## src/rtl/tessent_data_mux_switch_ctrl.sv

```systemverilog
// IJTAG test data register plus a switchover sequencer for one IJTAG/functional data mux.
// The sequencer holds a settle interval before selecting test data and again before releasing it.
module tessent_data_mux_switch_ctrl #(
    parameter int WIDTH         = 3,
    parameter int SETTLE_CYCLES = 2
) (
    input  logic             ijtag_tck,
    input  logic             ijtag_reset,
    input  logic             ijtag_sel,
    input  logic             ijtag_ce,
    input  logic             ijtag_se,
    input  logic             ijtag_ue,
    input  logic             ijtag_si,
    output logic             ijtag_so,
    input  logic [WIDTH-1:0] functional_data_in,
    output logic             mux_ijtag_select,
    output logic [WIDTH-1:0] mux_ijtag_data,
    output logic             switch_busy,
    output logic [1:0]       dbg_state
);

    localparam int CNT_W = 4;

    typedef enum logic [1:0] {
        ST_FUNC   = 2'd0,
        ST_ARM    = 2'd1,
        ST_ACTIVE = 2'd2,
        ST_DISARM = 2'd3
    } state_t;

    logic [WIDTH:0]     sr_q, sr_d;
    logic [WIDTH:0]     ur_q, ur_d;
    state_t             state_q, state_d;
    logic [CNT_W-1:0]   cnt_q, cnt_d;
    logic [WIDTH-1:0]   data_q, data_d;

    logic               ur_req;
    logic [WIDTH-1:0]   ur_data;

    assign ur_req  = ur_q[WIDTH];
    assign ur_data = ur_q[WIDTH-1:0];

    // Capture wins over shift; update always sees the pre-shift SR value.
    always_comb begin
        sr_d = sr_q;
        ur_d = ur_q;
        if (ijtag_sel) begin
            if (ijtag_ce) begin
                sr_d = {mux_ijtag_select, functional_data_in};
            end else if (ijtag_se) begin
                sr_d = {ijtag_si, sr_q[WIDTH:1]};
            end
            if (ijtag_ue) begin
                ur_d = sr_q;
            end
        end
    end

    always_ff @(posedge ijtag_tck or negedge ijtag_reset) begin
        if (!ijtag_reset) begin
            sr_q    <= '0;
            ur_q    <= '0;
            state_q <= ST_FUNC;
            cnt_q   <= '0;
            data_q  <= '0;
        end else begin
            sr_q    <= sr_d;
            ur_q    <= ur_d;
            state_q <= state_d;
            cnt_q   <= cnt_d;
            data_q  <= data_d;
        end
    end

    // req is only re-examined once the settle counter has run out.
    always_comb begin
        state_d = state_q;
        cnt_d   = cnt_q;
        data_d  = data_q;
        case (state_q)
            ST_FUNC: begin
                if (ur_req) begin
                    state_d = ST_ARM;
                    cnt_d   = CNT_W'(SETTLE_CYCLES - 1);
                    data_d  = ur_data;
                end
            end
            ST_ARM: begin
                if (cnt_q == '0) begin
                    state_d = ur_req ? ST_ACTIVE : ST_FUNC;
                    if (ur_req) begin
                        data_d = ur_data;
                    end
                end else begin
                    cnt_d  = cnt_q - CNT_W'(1);
                    data_d = ur_data;
                end
            end
            ST_ACTIVE: begin
                if (ur_req) begin
                    data_d = ur_data;
                end else begin
                    state_d = ST_DISARM;
                    cnt_d   = CNT_W'(SETTLE_CYCLES - 1);
                end
            end
            ST_DISARM: begin
                if (cnt_q == '0) begin
                    state_d = ST_FUNC;
                end else begin
                    cnt_d = cnt_q - CNT_W'(1);
                end
            end
            default: begin
                state_d = ST_FUNC;
                cnt_d   = '0;
            end
        endcase
    end

    always_comb begin
        mux_ijtag_select = (state_q == ST_ACTIVE);
        switch_busy      = (state_q == ST_ARM) || (state_q == ST_DISARM);
        mux_ijtag_data   = data_q;
        dbg_state        = state_q;
        ijtag_so         = sr_q[0];
    end

endmodule

```

## config.mk

```make
export PLATFORM = sky130hd
export DESIGN_NAME = tessent_data_mux_switch_ctrl
export DESIGN_NICKNAME = d
export VERILOG_FILES = /design/src/rtl/tessent_data_mux_switch_ctrl.sv
export SDC_FILE = /design/constraint.sdc
export NUM_CORES = 1
export LEC_CHECK = 0
export CORE_ASPECT_RATIO = 1.1
export CORE_MARGIN = 1.5
export CORE_UTILIZATION = 48
export DETAILED_ROUTE_END_ITERATION = 8
export GPL_ROUTABILITY_DRIVEN = 0
export PLACE_DENSITY = 0.87
export SKIP_CTS_REPAIR_TIMING = 1
export SLEW_MARGIN = 20
export SYNTH_ARGS = -nofsm -noshare
export SYNTH_HDL_FRONTEND = slang
export SYNTH_SLANG_ARGS = --single-unit
```

## constraint.sdc

```tcl
create_clock -name ijtag_tck -period 1.99 [get_ports ijtag_tck]
set_input_delay 0.398 -clock ijtag_tck [delete_from_list [all_inputs] [get_ports ijtag_tck]]
set_output_delay 0.398 -clock ijtag_tck [all_outputs]
set_load 0.02 [all_outputs]
```

==> results of run 1 <==
-- final cells by class --
class,count,area (sq um)
clock inverter,1,5.00
tap,17,21.3
clock buffer,3,22.5
fill,127,551
multi-input combinational,50,387
timing repair buffer,19,188
sequential,17,425
inverter,4,15.0
-- state kept, by name, summed over array words and instances (netlist names), named ones only --
name,cells
cnt_q,4
mux_ijtag_data,3
dbg_state,1
sr_q,4
ur_q,4
-- power breakdown --
group,switching [uW],internal (uW)
Sequential,105,465
Clock,106,74.6
Combinational,338,365
-- layout by cell type (no fill, tap or decap), types with 3 or more instances in the layout --
| cell type | synthesis | final |
|---|---|---|
| nand2_1 | 4 | 4 |
| dfrtp_1 | 17 | 17 |
| o22ai_1 | 5 | 5 |
| a21oi_1 | 4 | 4 |
| clkbuf_4 | 0 | 3 |
| nor2_1 | 3 | 3 |
| o21ai_0 | 5 | 5 |
| clkdlybuf4s50_1 | 0 | 16 |
| mux2_2 | 4 | 4 |
| mux2_1 | 3 | 3 |
| a22o_1 | 3 | 3 |
| inv_1 | 4 | 4 |
-- routing by layer --
metal,track usage (%),vias up,share of wire (%)
met1,19.7,303,45
met5,0,-,0
met2,31.2,14,50
li1,-,308,-
met4,10.6,0,1.2
met3,3.46,2,3.2
-- worst max-delay path by stage --
| stage | end | slack (ps) |
|---|---|---|
| finish | dbg_state[0] | 150 |
| global route | switch_busy | 80 |
| CTS | mux_ijtag_select | 30 |
| detailed placement | mux_ijtag_data[1] | 340 |
| global placement | mux_ijtag_select | 380 |
| floorplan | mux_ijtag_data[0] | 520 |
-- worst max-delay path: cells and delay by family, from the launching register on --
kind | cells | cell delay, ps
buf+inv | 2 | 800
flops | 1 | 360
-- stage by stage --
stage               worst slack [ps]  instance area, sq um  instances
detailed placement               343                  1030        107
floorplan                        521                   841         74
global placement                 383                  1030        107
finish                           146                  1060        111
CTS                             25.5                  1060        111
global route                    80.3                  1060        111
-- cell families after synthesis --
family / after synthesis
AO/OA/AOI/OAI: 22
flip-flops: 17
AND/OR/NAND/NOR: 16
multiplexers: 9
buffers and inverters: 7
adder cells (fa/ha/maj): 2
XOR/XNOR: 1
==> flow_metrics.tcl, run 1 <==
set metrics [dict create \
    critPathCaptureType "primary output" \
    critical_path_required_ps 1590 \
    yosysMostFrequentCell "dfrtp_1" \
    grt_pass1_wl_microns 2490 \
    tightest_slew_ps 327 \
    io-pin-count 18 \
    finalHoldViolations 0 \
    synthFlopType "dfrtp_1" \
    finalClockSkew_ps 2.29 \
    mappedNetlistArea_sq_um 841 \
    hold_ws_ps 416 \
    synthSimpleGateAreaFrac_pct 12.2 \
    crit_chain "buf_4, clkdlybuf4s50_1" \
    synth-xor-area-share_pct 1.04 \
    dp_hpwl_microns 1160 \
    chipHeight_microns 46.9 \
    slowest_stage "clkdlybuf4s50_1" \
    maxSlewViolCount 0 \
    drt_iter0_drc 14 \
    synth-edff-count 0 \
    synthCells 74 \
    cts_tree "yes" \
    cts_buffers 3 \
    ys_seq_area_share_pct 50.6 \
    nNetsFinal 107 \
    slowest_delay_ps 620 \
    syn_nets 86 \
    synth_warnings 0 \
    r2r_slack_ps 350 \
    first_global_vias 601 \
    ys_top_cells_by_area "dfrtp_1, mux2_2, mux2_1" \
    final.min_clock_period_ps 1840 \
    drt-total-wl_microns 1450 \
    core_sq_um 1610 \
    cp.arrival_ps 1450 \
    numPortBuffers 17 \
    clock_latency_ps 290 \
    status "finished clean" \
    yosys.area.top_type "dfrtp_1" \
    ys_async_sr_fraction_pct 100 \
    h-tree-depth 1 \
    cellPowerDensity_nw_per_um2 1370 \
    synthAdderAreaFrac_pct 2.98 \
    rr_startpoint "cnt_q[0]" \
    num_rows 15 \
    vias 627 \
    root_buffer "clkbuf_4" \
    avgSynthCellArea_sq_um 11.4 \
    r2r-end "mux_ijtag_data[1]" \
    ys_ff_latch 17 \
    firstDrtPassIters 2 \
    hold_path.class "input pin to asynchronous set/reset pin" \
    final_core_util_pct 65.9 \
    synth.mux.area_fraction_pct 11.8 \
    slew_headroom_pct 78.2 \
    grt_overflow 0 \
    diodes 0 \
    p_total_uw 1450 \
    path_class "register to primary output" \
    cp-startpoint "dbg_state[0]" \
    wire_per_inst_microns 13.0 \
    start_util_pct 52.1 \
    cp-start-kind "register" \
    grt_max_degree 18 \
    clk_path_buf_depth 2 \
    detail-route-antenna-nets 0 \
    die_w_microns 42.9 \
    max_freq_mhz 542 \
    grt_setup_unrepaired "no" \
    period_share_pct 92.6 \
    via_per_inst 5.65 \
    cap_violations 0 \
    netlist_top_cells_count "dfrtp_1, o21ai_0, o22ai_1" \
    area_delta_synth_final_pct 26.5 \
    drc 0 \
    r2r_cells 5 \
    grt_use_total_pct 17.5 \
    ir_drop_uv 606 \
    synth_top_cell_area_share_pct 50.6 \
    die_area_sq_um 2010 \
    antenna_found_initial 0 \
    path_max_fanout 12 \
    synth_top_family_by_area "compound AO/OA/AOI/OAI gates" \
    clkTransAtPathRegs_ps 100 \
    layout-drive-gt1-share_pct 16.0 \
    cts_sinks 17 \
    netlist-cell-type-count 28 \
    setup_tns_ps 0 \
    synth_compound_area_share_pct 18.0 \
    p_leak_uw 0.000476 \
    setup_viol 0 \
]
Note: power is estimated with default switching activity, not from simulation.
==> run 2, diff against run 1 <==
--- a/config.mk
+++ b/config.mk
@@ -7,11 +7,14 @@
 export LEC_CHECK = 0
 export CORE_ASPECT_RATIO = 1.1
 export CORE_MARGIN = 1.5
-export CORE_UTILIZATION = 48
+export CORE_UTILIZATION = 55
 export DETAILED_ROUTE_END_ITERATION = 8
+export DONT_BUFFER_PORTS = 1
 export GPL_ROUTABILITY_DRIVEN = 0
-export PLACE_DENSITY = 0.87
+export PLACE_DENSITY = 0.81
+export REMOVE_ABC_BUFFERS = 1
 export SKIP_CTS_REPAIR_TIMING = 1
+export SKIP_LAST_GASP = 1
 export SLEW_MARGIN = 20
 export SYNTH_ARGS = -nofsm -noshare
 export SYNTH_HDL_FRONTEND = slang
==> run 2 against run 1 <==
Against the previous run: count of clock-buffer cells in the layout rose by 1; total power fell by 9.0%; routed wire length rose by 0.21%; flip-flop and latch count did not move; highest routed layer unchanged; combinational power fell by 31%; critical path depth fell by 1.
==> flow_metrics.tcl, run 2 (synthesized netlist as in run 1, its figures left out) <==
set metrics [dict create \
    status "finished clean" \
    diodes 0 \
    slowest_delay_ps 570 \
    die_area_sq_um 1770 \
    critPathCaptureType "primary output" \
    clk_path_buf_depth 2 \
    setup_viol 0 \
    grt_use_total_pct 21.8 \
    worstHoldEndpoint "sr_q[3]" \
    drc 0 \
    critical_path_required_ps 1590 \
    multi_input_comb_area_sq_um 387 \
    finalClockSkew_ps 3.19 \
    r2r_slack_ps 400 \
    antenna_found_initial 0 \
    setup_tns_ps 0 \
    die_w_microns 40.3 \
    path_class "register to primary output" \
    first_global_vias 558 \
    nNetsFinal 90 \
    finalHoldViolations 0 \
    detail-route-antenna-nets 0 \
    critPathTopFamily "flip-flops" \
    final_area_sq_um 891 \
    core_sq_um 1400 \
    drt-total-wl_microns 1450 \
    dp_slack_ps 422 \
    via_per_inst 6.22 \
    critPathBufInv 0 \
    grt_max_degree 18 \
    numPortBuffers 0 \
    clock_latency_ps 280 \
    largestRegisters "cnt_q (4), sr_q (4), ur_q (4)" \
    drt_iter0_drc 2 \
    path_max_fanout 6 \
    hold_path_depth 1 \
    fin_ws_ps 256 \
    layout_common_cells "dfrtp_1, o21ai_0, o22ai_1" \
    start_util_pct 60.0 \
    vias 578 \
    slowest_stage "dfrtp_1" \
    cap_violations 0 \
    grt_overflow 0 \
    cp.arrival_ps 1340 \
    num_rows 14 \
    firstDrtPassIters 4 \
    area_delta_synth_final_pct 5.95 \
    grt_pass1_wl_microns 2410 \
    worstHoldStart "ijtag_sel" \
    fillers 113 \
    tightest_slew_ps 737 \
    cts_buffers 3 \
    wire_per_inst_microns 15.6 \
    p_leak_uw 0.000389 \
    hold_path.class "input pin to register" \
    root_buffer "clkbuf_4" \
    cp-start-kind "register" \
    h-tree-depth 1 \
    crit_chain "nor2b_1" \
    maxSlewViolCount 0 \
    final.min_clock_period_ps 1730 \
    max_freq_mhz 577 \
    r2r_cells 5 \
    r2r-end "mux_ijtag_data[1]" \
    seq_area_sq_um 425 \
    layout-drive-gt1-share_pct 16.9 \
    cellPowerDensity_nw_per_um2 1480 \
    slew_headroom_pct 50.7 \
    final_core_util_pct 63.6 \
    io-pin-count 18 \
    cts_sinks 17 \
    chipHeight_microns 44.0 \
    ir_drop_uv 649 \
    dpl_cell_area_sq_um 855 \
    clkTransAtPathRegs_ps 90 \
    period_share_pct 87.1 \
    rr_startpoint "cnt_q[0]" \
    cts_tree "yes" \
    dp_hpwl_microns 1110 \
    grt_setup_unrepaired "no" \
    layout_commonest_cell "dfrtp_1" \
]
==> run 2: cell count changes in the layout (fill, tap and decap cells not counted), sizes merged <==
cell           delta
clkinv            -1
clkdlybuf4s50    -16
dlygate4sd3       +1
clkbuf            +1
dlymetal6s2s      -1
buf               -1
==> run 2: area by class of cell <==
class / count / area share (%)
Inverter: 4 / 1.69
Clock buffer: 4 / 2.95
Tap cell: 16 / 2.25
Timing Repair Buffer: 2 / 1.97
Multi-Input combinational cell: 50 / 43.4
Sequential cell: 17 / 47.8
==> run 2: metrics by stage <==
| step | power [uW] | hold WS, ps | std cells |
|---|---|---|---|
| after floorplan | 1020 | 102 | 71 |
| after global placement | 1100 | 103 | 88 |
| after detailed placement | 1150 | 103 | 88 |
| after CTS | 1330 | -215 | 92 |
| after global routing | 1430 | 239 | 93 |
| final | 1320 | 241 | 93 |
==> run 2: per-layer routing <==
| layer | global-route usage, % | vias to the layer above | share of wire (%) |
|---|---|---|---|
| met4 | 16.0 | 0 | 2.5 |
| met3 | 6.67 | 4 | 3.2 |
| met1 | 24.0 | 289 | 38 |
| met5 | 0 | - | 0 |
| met2 | 34.2 | 13 | 57 |
| li1 | - | 272 | - |
==> run 2: worst max-delay path by stage <==
stage	start	depth (start not counted)	slack, ps	to
global placement	cnt_q[0]	5	460	mux_ijtag_data[0]
finish	register	1	260	mux_ijtag_select
floorplan	dbg_state[0]	3	410	mux_ijtag_data[0]
detailed placement	cnt_q[0]	5	420	mux_ijtag_data[1]
global route	register	1	190	mux_ijtag_select
CTS	register	1	240	mux_ijtag_select
==> run 2: power breakdown <==
part / switching (uW) / internal, uW / total (uW)
combinational: 240 / 247 / 487
sequential: 193 / 465 / 658
clock: 99.5 / 77.8 / 177
==> run 3, diff against run 2 <==
--- a/config.mk
+++ b/config.mk
@@ -5,6 +5,7 @@
 export SDC_FILE = /design/constraint.sdc
 export NUM_CORES = 1
 export LEC_CHECK = 0
+export ABC_CLOCK_PERIOD_IN_PS = 1990
 export CORE_ASPECT_RATIO = 1.1
 export CORE_MARGIN = 1.5
 export CORE_UTILIZATION = 55
==> results of run 3 <==
The final DEF is identical to that of run 2; final timing and power are the same.
